[config.mk]
export PLATFORM = sky130hd
export DESIGN_NAME = mac_result_accumulator
export DESIGN_NICKNAME = d
export VERILOG_FILES = /design/src/rtl/mac_acc_pkg.sv /design/src/rtl/mac_acc_out_fifo.sv /design/src/rtl/mac_result_accumulator.sv
export SDC_FILE = /design/constraint.sdc
export NUM_CORES = 1
export LEC_CHECK = 0
export ABC_AREA = 0
export BUFFER_PORTS_ARGS = -buffer_cell sky130_fd_sc_hd__buf_2
export CAP_MARGIN = 20
export CORE_MARGIN = 10
export CORE_UTILIZATION = 55
export CTS_CLUSTER_SIZE = 10
export DETAILED_ROUTE_END_ITERATION = 8
export GPL_TIMING_DRIVEN = 0
export PLACE_DENSITY_LB_ADDON = 0.05
export SYNTH_ARGS = -nofsm -noshare
export SYNTH_HDL_FRONTEND = slang
export SYNTH_HIERARCHICAL = 1
export SYNTH_SLANG_ARGS = --single-unit
export TNS_END_PERCENT = 50
[constraint.sdc]
create_clock -name clock0 -period 2.7 [get_ports clock0]
set_input_delay 0.135 -clock clock0 [delete_from_list [all_inputs] [get_ports clock0]]
set_output_delay 0.135 -clock clock0 [all_outputs]
set_load 0.02 [all_outputs]
[src/rtl/mac_acc_pkg.sv]
// Shared widths, saturation limits, tag type and saturating adder for the
// MAC result accumulator.
package mac_acc_pkg;

  localparam int unsigned DEF_RESULT_WIDTH = 18;
  localparam int unsigned DEF_ACC_WIDTH    = 32;

  localparam logic [DEF_ACC_WIDTH-1:0] ACC_MAX = {1'b0, {(DEF_ACC_WIDTH-1){1'b1}}};
  localparam logic [DEF_ACC_WIDTH-1:0] ACC_MIN = {1'b1, {(DEF_ACC_WIDTH-1){1'b0}}};

  typedef struct packed {
    logic valid;
    logic last;
  } tag_t;

  typedef struct packed {
    logic [DEF_ACC_WIDTH-1:0] sum;
    logic                     sat;
  } sat_res_t;

  // Two's complement add clamped to [ACC_MIN, ACC_MAX]; sat flags a clamp.
  function automatic sat_res_t sat_add(input logic [DEF_ACC_WIDTH-1:0] a,
                                       input logic [DEF_ACC_WIDTH-1:0] b);
    logic [DEF_ACC_WIDTH:0] wide;
    sat_res_t               res;
    wide = {a[DEF_ACC_WIDTH-1], a} + {b[DEF_ACC_WIDTH-1], b};
    if (wide[DEF_ACC_WIDTH] != wide[DEF_ACC_WIDTH-1]) begin
      res.sat = 1'b1;
      res.sum = wide[DEF_ACC_WIDTH] ? ACC_MIN : ACC_MAX;
    end else begin
      res.sat = 1'b0;
      res.sum = wide[DEF_ACC_WIDTH-1:0];
    end
    return res;
  endfunction

endpackage

[src/rtl/mac_acc_out_fifo.sv]
// Synchronous output FIFO holding completed dot-product sums; exposes its
// occupancy so the issue side can reserve slots ahead of time.
module mac_acc_out_fifo #(
  parameter int unsigned WIDTH = 32,
  parameter int unsigned DEPTH = 4
) (
  input  logic                         clk,
  input  logic                         rst_n,
  input  logic                         push_i,
  input  logic [WIDTH-1:0]             push_data_i,
  input  logic                         pop_i,
  output logic [WIDTH-1:0]             pop_data_o,
  output logic                         empty_o,
  output logic                         full_o,
  output logic [$clog2(DEPTH):0]       count_o
);

  localparam int unsigned AW = $clog2(DEPTH);
  localparam int unsigned CW = AW + 1;

  logic [WIDTH-1:0] mem_q [DEPTH];
  logic [AW-1:0]    wr_q, rd_q;
  logic [CW-1:0]    count_q;
  logic             do_push, do_pop;

  assign empty_o    = (count_q == '0);
  assign full_o     = (count_q == CW'(DEPTH));
  assign count_o    = count_q;
  assign pop_data_o = mem_q[rd_q];
  assign do_push    = push_i & ~full_o;
  assign do_pop     = pop_i & ~empty_o;

  always_ff @(posedge clk or negedge rst_n) begin
    if (!rst_n) begin
      for (int i = 0; i < int'(DEPTH); i++) mem_q[i] <= '0;
      wr_q    <= '0;
      rd_q    <= '0;
      count_q <= '0;
    end else begin
      if (do_push) begin
        mem_q[wr_q] <= push_data_i;
        wr_q        <= wr_q + AW'(1);
      end
      if (do_pop) rd_q <= rd_q + AW'(1);
      count_q <= count_q + CW'(do_push) - CW'(do_pop);
    end
  end

  // Credits are reserved at issue, so a push can never meet a full buffer.
  assert property (@(posedge clk) disable iff (!rst_n) !(push_i && full_o))
    else $error("mac_acc_out_fifo: push into full buffer");

endmodule

[src/rtl/mac_result_accumulator.sv]
// Realigns issue tags with the MAC result latency, accumulates saturating
// dot-product sums and buffers them behind a credit-checked issue port.
module mac_result_accumulator
  import mac_acc_pkg::*;
#(
  parameter int unsigned MAC_LATENCY  = 2,
  parameter int unsigned RESULT_WIDTH = DEF_RESULT_WIDTH,
  parameter int unsigned ACC_WIDTH    = DEF_ACC_WIDTH,
  parameter int unsigned BUF_DEPTH    = 4
) (
  input  logic                    clock0,
  input  logic                    resetn,
  input  logic                    issue_valid,
  input  logic                    issue_last,
  output logic                    issue_ready,
  input  logic [RESULT_WIDTH-1:0] mac_result,
  output logic [ACC_WIDTH-1:0]    out_data,
  output logic                    out_valid,
  input  logic                    out_ready,
  output logic                    overflow
);

  localparam int unsigned CW = $clog2(BUF_DEPTH) + 1;
  localparam int unsigned PW = $clog2(MAC_LATENCY + 1);

  tag_t                 tag_q [MAC_LATENCY];
  tag_t                 res_tag;
  logic                 issue_fire;
  logic [ACC_WIDTH-1:0] acc_q, acc_d;
  logic [ACC_WIDTH-1:0] mac_ext;
  logic                 ovf_q, ovf_d;
  logic [PW-1:0]        pend_q, pend_d;
  logic                 ready_q, ready_d;
  logic                 push, pop, buf_empty, buf_full;
  logic [ACC_WIDTH-1:0] push_data;
  logic [CW-1:0]        buf_count, count_nxt;
  sat_res_t             add;

  assign res_tag     = tag_q[MAC_LATENCY-1];
  assign issue_fire  = issue_valid & ready_q;
  assign issue_ready = ready_q;
  assign overflow    = ovf_q;
  assign out_valid   = ~buf_empty;
  assign pop         = out_valid & out_ready;
  assign mac_ext     = {{(ACC_WIDTH-RESULT_WIDTH){mac_result[RESULT_WIDTH-1]}}, mac_result};

  always_comb begin
    acc_d     = acc_q;
    ovf_d     = ovf_q;
    push      = 1'b0;
    add       = sat_add(acc_q, mac_ext);
    push_data = add.sum;
    if (res_tag.valid) begin
      ovf_d = ovf_q | add.sat;
      if (res_tag.last) begin
        push  = 1'b1;
        acc_d = '0;
      end else begin
        acc_d = add.sum;
      end
    end
    pend_d    = pend_q + PW'(issue_fire & issue_last) - PW'(res_tag.valid & res_tag.last);
    count_nxt = buf_count + CW'(push) - CW'(pop);
    // Registered credit check: reflects the occupancy that will exist next cycle.
    ready_d   = (32'(count_nxt) + 32'(pend_d)) < BUF_DEPTH;
  end

  always_ff @(posedge clock0 or negedge resetn) begin
    if (!resetn) begin
      for (int i = 0; i < int'(MAC_LATENCY); i++) tag_q[i] <= '0;
      acc_q   <= '0;
      ovf_q   <= 1'b0;
      pend_q  <= '0;
      ready_q <= 1'b1;
    end else begin
      tag_q[0].valid <= issue_fire;
      tag_q[0].last  <= issue_fire & issue_last;
      for (int i = 1; i < int'(MAC_LATENCY); i++) tag_q[i] <= tag_q[i-1];
      acc_q   <= acc_d;
      ovf_q   <= ovf_d;
      pend_q  <= pend_d;
      ready_q <= ready_d;
    end
  end

  mac_acc_out_fifo #(
    .WIDTH (ACC_WIDTH),
    .DEPTH (BUF_DEPTH)
  ) u_out_fifo (
    .clk         (clock0),
    .rst_n       (resetn),
    .push_i      (push),
    .push_data_i (push_data),
    .pop_i       (pop),
    .pop_data_o  (out_data),
    .empty_o     (buf_empty),
    .full_o      (buf_full),
    .count_o     (buf_count)
  );

endmodule

==> out/qor.yml <==
result_of_the_run: "finished with violations"
violations: "negative setup slack"
synth_compound_gate_area_share: 0.2728
postSynthCellCount: 1284
met3WireLength_mm: 3.055
reg2regPathDepth: 14
timing.final.hold_violations: 0
synth_cell_types: 69
cp.arrival_ps: 3680
r2r-start: "acc_q[30]$_DFFE_PN0P_"
synth_simple_gate_area_frac: 0.2064
part_of_the_power_in_registers: 0.192
num_io_pins: 58
crit-reg2reg-capture: "acc_q[0]$_DFFE_PN0P_"
route.detailed.wl_per_inst_um: 25.32
worst_setup_path_end_kind: "flop"
share_of_cell_area_taken_by_muxes_after_synthesis: 0.06098
route.top_layer_used: "met4"
drtAntennaViolNets: 0
netlist_top_cells_count: "sky130_fd_sc_hd__dfrtp_1 (174), sky130_fd_sc_hd__nand3_1 (138), sky130_fd_sc_hd__o211ai_1 (135)"
finalWorstSetupSlack_ps: -659.6
power_report.internal_total_uw: 11090
postSynthNetCount: 1353
cts_tree: "yes"
holdCritStartpoint: "out_ready"
synth-warning-count: 6
static-leakage-power_uw: 0.005689
worst_min_delay_path_category: "in -> reg"
nets: 1484
drt_drc_violations_left: 0
yosys_most_used_dff: "sky130_fd_sc_hd__dfrtp_1"
die_area_sq_mm: 0.03054
finalSetupViolations: 163
timing_worst_slew_pin_value_ps: 1027
critical_path.startpoint_type: "flop"
area_growth_pct: 20.75
dp.final_hpwl_mm: 30.80
power_per_standard_cell_area_mw_per_mm2: 1380
internal_reg_to_reg_setup_slack_ps: -660
largest_net_degree_at_the_start_of_global_routing: 93
share_comb_of_total_power: 0.695
die_height_um: 174.8
fin_setup_tns_ps: -86680
via_per_inst: 6.790
routabilityCongestion: 0.8988
vias: 11855
final_worst_clock_skew_ps: 16.03
port_buffers: 57
timing.hold.worst_path_depth: 4
floorplan.die.width_um: 174.8
initial_antenna_violation_count: 0
core_region_area_sq_mm: 0.02354
dominant_combinational_cell_family_by_area_after_synthesis: "compound AO/OA/AOI/OAI gates"
worst_slew_margin_rel: 0.3154
drt-pass1-iter-count: 5
holdPathEnd: "u_out_fifo/rd_q[1]$_DFFE_PN0P_"
first_global_vias: 12061
global_route.overflow_total: 0
avgSynthCellArea_sq_um: 10.26
synth_area_leaders: "sky130_fd_sc_hd__dfrtp_1 (33%), sky130_fd_sc_hd__nand4bb_1 (11%), sky130_fd_sc_hd__a21bo_2 (9.7%), sky130_fd_sc_hd__o211ai_1 (7.7%), sky130_fd_sc_hd__mux4_2 (5.5%)"
post_synth_instance_area_sq_mm: 0.01317
synthMostInstantiatedCell: "sky130_fd_sc_hd__dfrtp_1"
max_cap_violations: 0
cts_root_buf: "sky130_fd_sc_hd__clkbuf_16"
synthXorXnorAreaFrac: 0.02394
clock_latency_ps: 450
final.period_utilization: 1.244
total_power_consumption_of_the_routed_design_uw: 21950
netSwitchingPower_uw: 10870
ctsLongestPathBuffers: 2
timing.final.crit_period_ps: 3360
final_routed_wirelength_mm: 44.22
met1Wirelength_mm: 18.24
grt_setup_unrepaired: "yes"
max_clock_freq_mhz: 297.7
fraction_of_final_layout_cells_sized_beyond_drive_strength_1: 0.3476
diodes_inserted: 0
core.rowCount: 56
finalMaxSlewViolations: 0
grt_first_pass_wirelength_mm: 69.10
detailroute.wirelength.met2_mm: 21.64
numClockSinks: 175
yosys.area_share.adder: 0.04540
synth.yosys.seq_area_share: 0.3325
cts_buffers: 17
vdd_drop_max_uv: 664.0
post-synth-top-area-fraction: 0.3305
crit_path_max_fanout: 6
p_clk_frac: 0.113
htree_levels: 4
switching_share: 0.4950
edff_count_synth: 0
drt_iter0_markers: 1050
worst_setup_hold_path_clk_slew_ps: 80
synth-seq-cells: 175
gr-usage-all-layers: 0.2835
ys_async_sr_fraction: 1.000
initial_utilization: 0.5595
worstPathRequired_ps: 3030
yosysTopAreaCell: "sky130_fd_sc_hd__dfrtp_1"
crit_type: "reg -> reg"
[area by class of cell]
| type | count | area (sq um) |
|---|---|---|
| Buffer | 146 | 726.9 |
| Clock buffer | 17 | 425.4 |
| Tap cell | 319 | 399.1 |
| Fill cell | 1846 | 7637 |
| Timing Repair Buffer | 115 | 888.4 |
| Inverter | 24 | 90.09 |
| Clock inverter | 14 | 145.1 |
| Sequential cell | 175 | 4380 |
| Multi-Input combinational cell | 936 | 8850 |
[stage by stage]
| stage | std cells | hold WS (ps) | utilization | setup slack [ps] | cell area [sq um] |
|---|---|---|---|---|---|
| after floorplan | 1284 | -160.6 | - | -138.2 | 13240 |
| after global placement | 1660 | 333.5 | 0.5913 | -1634 | 13920 |
| after detailed placement | 1661 | 214.0 | 0.5929 | -1001 | 13960 |
| after CTS | 1732 | 131.7 | 0.6592 | -514.7 | 15520 |
| after global routing | 1746 | 103.4 | 0.6756 | -757.6 | 15910 |
| final | 1746 | 86.55 | 0.6756 | -659.6 | 15910 |
[placed cells by master, fill, tap and decap left out, types with 15 or more instances in the layout]
cell type	count
sky130_fd_sc_hd__xor2_1	15
sky130_fd_sc_hd__a21oi_1	24
sky130_fd_sc_hd__inv_1	22
sky130_fd_sc_hd__nor2_1	16
sky130_fd_sc_hd__a21bo_2	128
sky130_fd_sc_hd__xnor2_1	19
sky130_fd_sc_hd__nand4bb_1	130
sky130_fd_sc_hd__nand2_1	36
sky130_fd_sc_hd__dfrtp_1	174
sky130_fd_sc_hd__buf_6	21
sky130_fd_sc_hd__clkbuf_1	86
sky130_fd_sc_hd__mux4_2	32
sky130_fd_sc_hd__o21ai_0	19
sky130_fd_sc_hd__ha_1	32
sky130_fd_sc_hd__nand3_2	31
sky130_fd_sc_hd__o211ai_1	135
sky130_fd_sc_hd__buf_4	46
sky130_fd_sc_hd__buf_2	91
sky130_fd_sc_hd__a22o_1	30
sky130_fd_sc_hd__clkbuf_16	17
sky130_fd_sc_hd__nand3_1	106
sky130_fd_sc_hd__o21ai_4	18
[per-layer routing]
metal / GRT usage / up-vias
met5: 0 / -
met4: 0.1017 / 0
met3: 0.04635 / 98
met2: 0.4768 / 536
met1: 0.3610 / 5967
li1: - / 5254
[timing repair]
item                                    4_1_cts  5_1_grt
endpoints found under the hold margin        92        0
gates resized for setup                     122       62
cloned                                        3        0
pin swaps                                    46       69
hold buffers                                  3        0
endpoints found under the setup margin      164      163
buffers inserted                             34       17
[worst max path at each step]
| stage | from | to | slack [ps] | depth (start not counted) |
|---|---|---|---|---|
| 5_1_grt | acc_q[29]$_DFFE_PN0P_ | u_out_fifo/mem_q[65]$_DFFE_PN0P_ | -760 | 15 |
| 4_1_cts | acc_q[29]$_DFFE_PN0P_ | u_out_fifo/mem_q[18]$_DFFE_PN0P_ | -510 | 14 |
| 2_1_floorplan | acc_q[22]$_DFFE_PN0P_ | u_out_fifo/mem_q[41]$_DFFE_PN0P_ | -140 | 13 |
| 3_5_place_dp | mac_result[17] | u_out_fifo/mem_q[98]$_DFFE_PN0P_ | -1000 | 12 |
| 3_3_place_gp | resetn | acc_q[10]$_DFFE_PN0P_ | -1630 | 1 |
| 6_report | acc_q[30]$_DFFE_PN0P_ | acc_q[0]$_DFFE_PN0P_ | -660 | 14 |
[state kept, by name (all words and copies together), names as in the netlist]
name                flops
overflow                1
tag_q                   2
res_tag                 2
u_out_fifo/rd_q         2
u_out_fifo/wr_q         2
u_out_fifo/mem_q      128
issue_ready             1
pend_q                  2
acc_q                  32
u_out_fifo/count_o      3
[power groups by stage]
stage | combinational [uW] | clock [uW] | sequential, uW
6_report | 15300 | 2490 | 4210
3_3_place_gp | 11900 | 0 | 4160
5_1_grt | 16100 | 2610 | 4310
4_1_cts | 14100 | 2510 | 4170
2_1_floorplan | 8670 | 0 | 3970
3_5_place_dp | 12000 | 0 | 4190
[worst max-delay path, cell delays in order (launching register included)]
cell and delay (ps):
sky130_fd_sc_hd__dfrtp_1 410, sky130_fd_sc_hd__ha_1 380, sky130_fd_sc_hd__and3_4 240, sky130_fd_sc_hd__a221o_1 380, sky130_fd_sc_hd__a21oi_2 230, sky130_fd_sc_hd__o31ai_4 160, sky130_fd_sc_hd__nor2_4 280, sky130_fd_sc_hd__nor2b_4 70
sky130_fd_sc_hd__buf_6 130, sky130_fd_sc_hd__mux2i_4 250, sky130_fd_sc_hd__buf_12 160, sky130_fd_sc_hd__buf_16 130, sky130_fd_sc_hd__o21ai_4 100, sky130_fd_sc_hd__buf_4 140, sky130_fd_sc_hd__a22o_1 170
[cells by family after synthesis]
logic type / Yosys count
AOI/OAI and AO/OA: 438
and+or+nand+nor: 377
DFF: 175
buffers and inverters: 173
adders and majority gates: 46
muxes: 39
xor gates and xnor gates: 36
No activity file was read; power rests on OpenSTA's default activity.
